[src/rtl/alu_issue_arbiter.sv]
// alu_issue_arbiter
//   Shares one combinational RV32I ALU between two requesters. A round-robin
//   pointer breaks ties, the winner's fields are steered onto the ALU ports,
//   and the ALU answer is captured into a 1-entry output register tagged with
//   the requester index. Illegal operation codes return a zero result and
//   bump a saturating counter.
// Ports
//   clk, rst               clock; synchronous active-high reset
//   req_valid/req_ready    per-requester handshake (bit i = requester i)
//   req{0,1}_lhs/rhs       operands (rs1, rs2 or immediate)
//   req{0,1}_op/meta       funct3 / funct7
//   alu_*                  operands to and answer from the shared ALU
//   out_valid/out_ready    registered result handshake
//   out_result/id/illegal  result (0 if illegal), requester index, illegal flag
//   illegal_count          saturating count of accepted illegal operations
module alu_issue_arbiter #(
  parameter int unsigned DATA_WIDTH = 32,
  parameter int unsigned CNT_WIDTH  = 16
) (
  input  logic                  clk,
  input  logic                  rst,
  input  logic [1:0]            req_valid,
  output logic [1:0]            req_ready,
  input  logic [DATA_WIDTH-1:0] req0_lhs,
  input  logic [DATA_WIDTH-1:0] req0_rhs,
  input  logic [2:0]            req0_op,
  input  logic [6:0]            req0_meta,
  input  logic [DATA_WIDTH-1:0] req1_lhs,
  input  logic [DATA_WIDTH-1:0] req1_rhs,
  input  logic [2:0]            req1_op,
  input  logic [6:0]            req1_meta,
  output logic [DATA_WIDTH-1:0] alu_lhs,
  output logic [DATA_WIDTH-1:0] alu_rhs,
  output logic [2:0]            alu_operation,
  output logic [6:0]            alu_metadata,
  output logic                  alu_in_valid,
  input  logic [DATA_WIDTH-1:0] alu_result,
  input  logic                  alu_code_legal,
  output logic                  out_valid,
  input  logic                  out_ready,
  output logic [DATA_WIDTH-1:0] out_result,
  output logic                  out_id,
  output logic                  out_illegal,
  output logic [CNT_WIDTH-1:0]  illegal_count
);

  logic ptr_q;
  logic grant_any;
  logic grant_id;
  logic can_accept;
  logic accept;

  always_comb begin
    grant_any  = |req_valid;
    // A lone requester wins outright; a tie goes to the pointer.
    grant_id   = (&req_valid) ? ptr_q : req_valid[1];
    // Output register frees up in the same cycle it drains.
    can_accept = !out_valid || out_ready;
    accept     = grant_any && can_accept;

    req_ready = 2'b00;
    if (accept) begin
      req_ready[grant_id] = 1'b1;
    end

    alu_in_valid  = grant_any;
    alu_lhs       = '0;
    alu_rhs       = '0;
    alu_operation = 3'b000;
    alu_metadata  = 7'b0000000;
    if (grant_any) begin
      if (grant_id) begin
        alu_lhs       = req1_lhs;
        alu_rhs       = req1_rhs;
        alu_operation = req1_op;
        alu_metadata  = req1_meta;
      end else begin
        alu_lhs       = req0_lhs;
        alu_rhs       = req0_rhs;
        alu_operation = req0_op;
        alu_metadata  = req0_meta;
      end
    end
  end

  always_ff @(posedge clk) begin
    if (rst) begin
      ptr_q         <= 1'b0;
      out_valid     <= 1'b0;
      out_result    <= '0;
      out_id        <= 1'b0;
      out_illegal   <= 1'b0;
      illegal_count <= '0;
    end else if (accept) begin
      out_valid   <= 1'b1;
      out_id      <= grant_id;
      out_illegal <= !alu_code_legal;
      out_result  <= alu_code_legal ? alu_result : '0;
      // Loser of this grant is favoured on the next tie.
      ptr_q       <= ~grant_id;
      if (!alu_code_legal && (illegal_count != '1)) begin
        illegal_count <= illegal_count + 1'b1;
      end
    end else if (out_ready) begin
      out_valid <= 1'b0;
    end
  end

endmodule

[config.mk]
export PLATFORM = sky130hd
export DESIGN_NAME = alu_issue_arbiter
export DESIGN_NICKNAME = d
export VERILOG_FILES = /design/src/rtl/alu_issue_arbiter.sv
export SDC_FILE = /design/constraint.sdc
export NUM_CORES = 1
export LEC_CHECK = 0
export ABC_AREA = 1
export BUFFER_PORTS_ARGS = -buffer_cell sky130_fd_sc_hd__buf_2
export CAP_MARGIN = 20
export CORE_AREA = 5 5 119 121
export DETAILED_ROUTE_END_ITERATION = 6
export DIE_AREA = 0 0 124 126
export HOLD_SLACK_MARGIN = 0.05
export SETUP_SLACK_MARGIN = 0.02
export SKIP_LAST_GASP = 1
export SYNTH_ARGS = -nofsm -noshare
export SYNTH_HDL_FRONTEND = slang
export SYNTH_SLANG_ARGS = --single-unit
[constraint.sdc]
create_clock -name clk -period 1.6 [get_ports clk]
set_clock_uncertainty 0.2 [all_clocks]
set_input_delay 0.16 -clock clk [delete_from_list [all_inputs] [get_ports clk]]
set_output_delay 0.16 -clock clk [all_outputs]
set_load 0.02 [all_outputs]
==> results.toml <==
[critical_path]
rrSetupSlack_ns = 0.08
path_class = "reg -> out"
cp-endpoint = "alu_rhs[27]"
crit_path_start = "ptr_q"
crit_path_max_fanout = 13
start_kind = "flip-flop"
r2r_start = "illegal_count[8]"
regToRegEndpoint = "illegal_count[13]"
end_kind = "primary output"
r2r_cells = 7
required_ns = 1.24
cp_data_arrival_time_ns = 1.48

[power]
pwr-share-comb_pct = 41.8
peakVddDrop_uv = 475
p_int_mw = 2.75
power_mw = 4.30
cellPowerDensity_mw_per_mm2 = 665
p_switching_mw = 1.55
p_clk_share_pct = 25.4
swShare_pct = 36.0
seqPwrFrac_pct = 32.8
cellLeakagePower_nw = 3.45

[clock_tree]
cts_buffers = 5
cts_tree = "built"
cts.path.max_buffers = 2
htree_levels = 2
root_buffer = "clkbuf_16"
clk_pin_slew_ns = 0.07
cts_sinks = 52
clock_latency_ns = 0.29

[placement]
post-dp-hpwl_mm = 12.9
globalplace.congestion = 0.910
pre_cts_ws_ns = 0.0215
placed_cell_area_sq_mm = 0.00537
port_buffers = 313
dp_cells = 1049

[hold_path]
hold-path-cell-count = 4
hold_path.class = "in -> reg"

[timing]
period_share_pct = 115
hold_viol = 0
fmaxAchievable_mhz = 542
setup-violations-final = 76
rsz0062_at_grt = "yes"
finalMaxSlewViolations = 0
finalWorstSetupSlack_ns = -0.245
tightest_slew_ns = 0.360
relSlewSlack_pct = 76.0
fin_crit_ns = 1.84

[drt]
first_iter_violations = 230
drtPass1Iterations = 5
drtAntennaViolNets = 0
route.detailed.drc = 0
wl_mm = 18.3
vias = 5279
wl_per_cell_um = 16.5
viasPerCell = 4.76

[global_route]
antenna_found_initial = 6
track_usage_pct = 21.5
grt_pass1_wl_mm = 26.7
grt_max_degree = 34
grt_pass1_vias = 5111
grt_overflow = 0

[layout]
postLayoutCoreUtil_pct = 49.8
layout_commonest_cell = "buf_2"
drive_gt1_share_pct = 46.6
nNetsFinal = 1113
fin_area_sq_mm = 0.00646
area_delta_synth_final_pct = 91.6
stdcell_count = 1109
layout_common_cells = "253 x buf_2, 191 x nand2_1, 77 x buf_4"

[floorplanning]
rows = 42
die_h_um = 126
io_pins = 314
die_width_um = 124
die_area_sq_mm = 0.0156
start_util_pct = 26.0
core_sq_mm = 0.0130

[yosys]
seq_area_frac_synth_pct = 30.8
synthCells = 567
netlist_area_sq_mm = 0.00337
synth_cell_types = 26
yosysWarnings = 0
syn_nets = 754
synth.avg_cell_area_sq_um = 5.95
ys_seq_elements = 52

[run]
cap_violations = 0

[run_status]
violations = "setup timing"
status = "finished, violations left"
## power groups by stage
| stage | sequential, mW | combinational [mW] | clock (mW) |
|---|---|---|---|
| after detailed placement | 1.44 | 1.47 | 0 |
| after global routing | 1.42 | 1.94 | 1.18 |
| final | 1.41 | 1.80 | 1.09 |
| after floorplan | 1.54 | 0.720 | 0 |
| after global placement | 1.44 | 1.47 | 0 |
| after CTS | 1.41 | 1.69 | 1.12 |
## flip-flops by register name, summed over array words and instances, names as in the netlist
signal and count:
ptr_q 1, out_id 1, out_illegal 1, illegal_count 16
out_result 32, out_valid 1
## synth_stat cells (all sizes together)
master,instances,share of area [%]
a21oi,79,12
buf,19,3.0
clkbuf,26,2.9
dfxtp,52,31
ha,1,0.37
inv,22,2.4
nand2,203,23
nand3,85,13
nand4,5,0.93
nor2,31,4.6
nor3,33,4.9
nor3b,1,0.22
o21ai,4,0.59
xnor2,2,0.52
xor2,4,1.0
## worst min path at each step
stage | endpoint | start | slack [ns]
6_report | out_illegal | alu_code_legal | 0.06
5_1_grt | out_illegal | alu_code_legal | 0.07
4_1_cts | out_illegal | alu_code_legal | 0.06
3_5_place_dp | out_result[28] | alu_result[28] | 0.25
3_3_place_gp | out_result[28] | alu_result[28] | 0.24
2_1_floorplan | out_result[0] | alu_result[0] | 0.15
## per-stage QoR
stage               setup TNS, ns  hold WS, ns
floorplan                -0.00516        0.153
global placement                0        0.242
detailed placement              0        0.251
CTS                        -16.70       0.0619
global route               -21.70       0.0661
finish                     -15.71       0.0571
## cell type report
type / count / area (sq um)
clock inverter: 3 / 22.5
sequential: 52 / 1070
fill: 1368 / 6520
clock buffer: 5 / 125
antenna: 6 / 15.0
multi-input combinational: 450 / 2250
timing repair buffer: 395 / 2680
tap: 176 / 220
inverter: 22 / 87.6
## kinds of logic (layout without fill, tap and decap cells)
kind of cell               Yosys count  in the layout  share of synthesized area [%]
and+or+nand+nor                    358            360                           46.4
AOI/OAI and AO/OA                   83             83                           12.4
buffers and inverters               67            425                           8.38
DFF                                 52             52                           30.8
xor gates and xnor gates             6              6                           1.56
adders and majority gates            1              1                          0.371
other                                0              6                              0
## layer usage
metal	vias to the layer above	track usage (%)	part of all wire [%]
met4	0	9.28	3.4
met1	2414	26.2	38
met5	-	0	0
met3	46	2.96	6.6
li1	2585	-	-
met2	234	37.2	52
## worst max-delay path, stage by stage (launching register included)
cell and delay [ns]:
dfxtp_2 0.34, o21ai_4 0.21, buf_6 0.17, clkbuf_16 0.17, nand3_1 0.07, nand2_1 0.08
buf_4 0.15
## timing repair
action / 4_1_cts / 5_1_grt
hold buffers: 32 / 0
hold endpoints to repair: 32 / 0
gates cloned: 4 / 4
setup buffers: 3 / 3
pin swaps: 7 / 9
gates resized for setup: 66 / 59
setup endpoints to repair: 83 / 92
No activity file was read; power rests on OpenSTA's default activity.
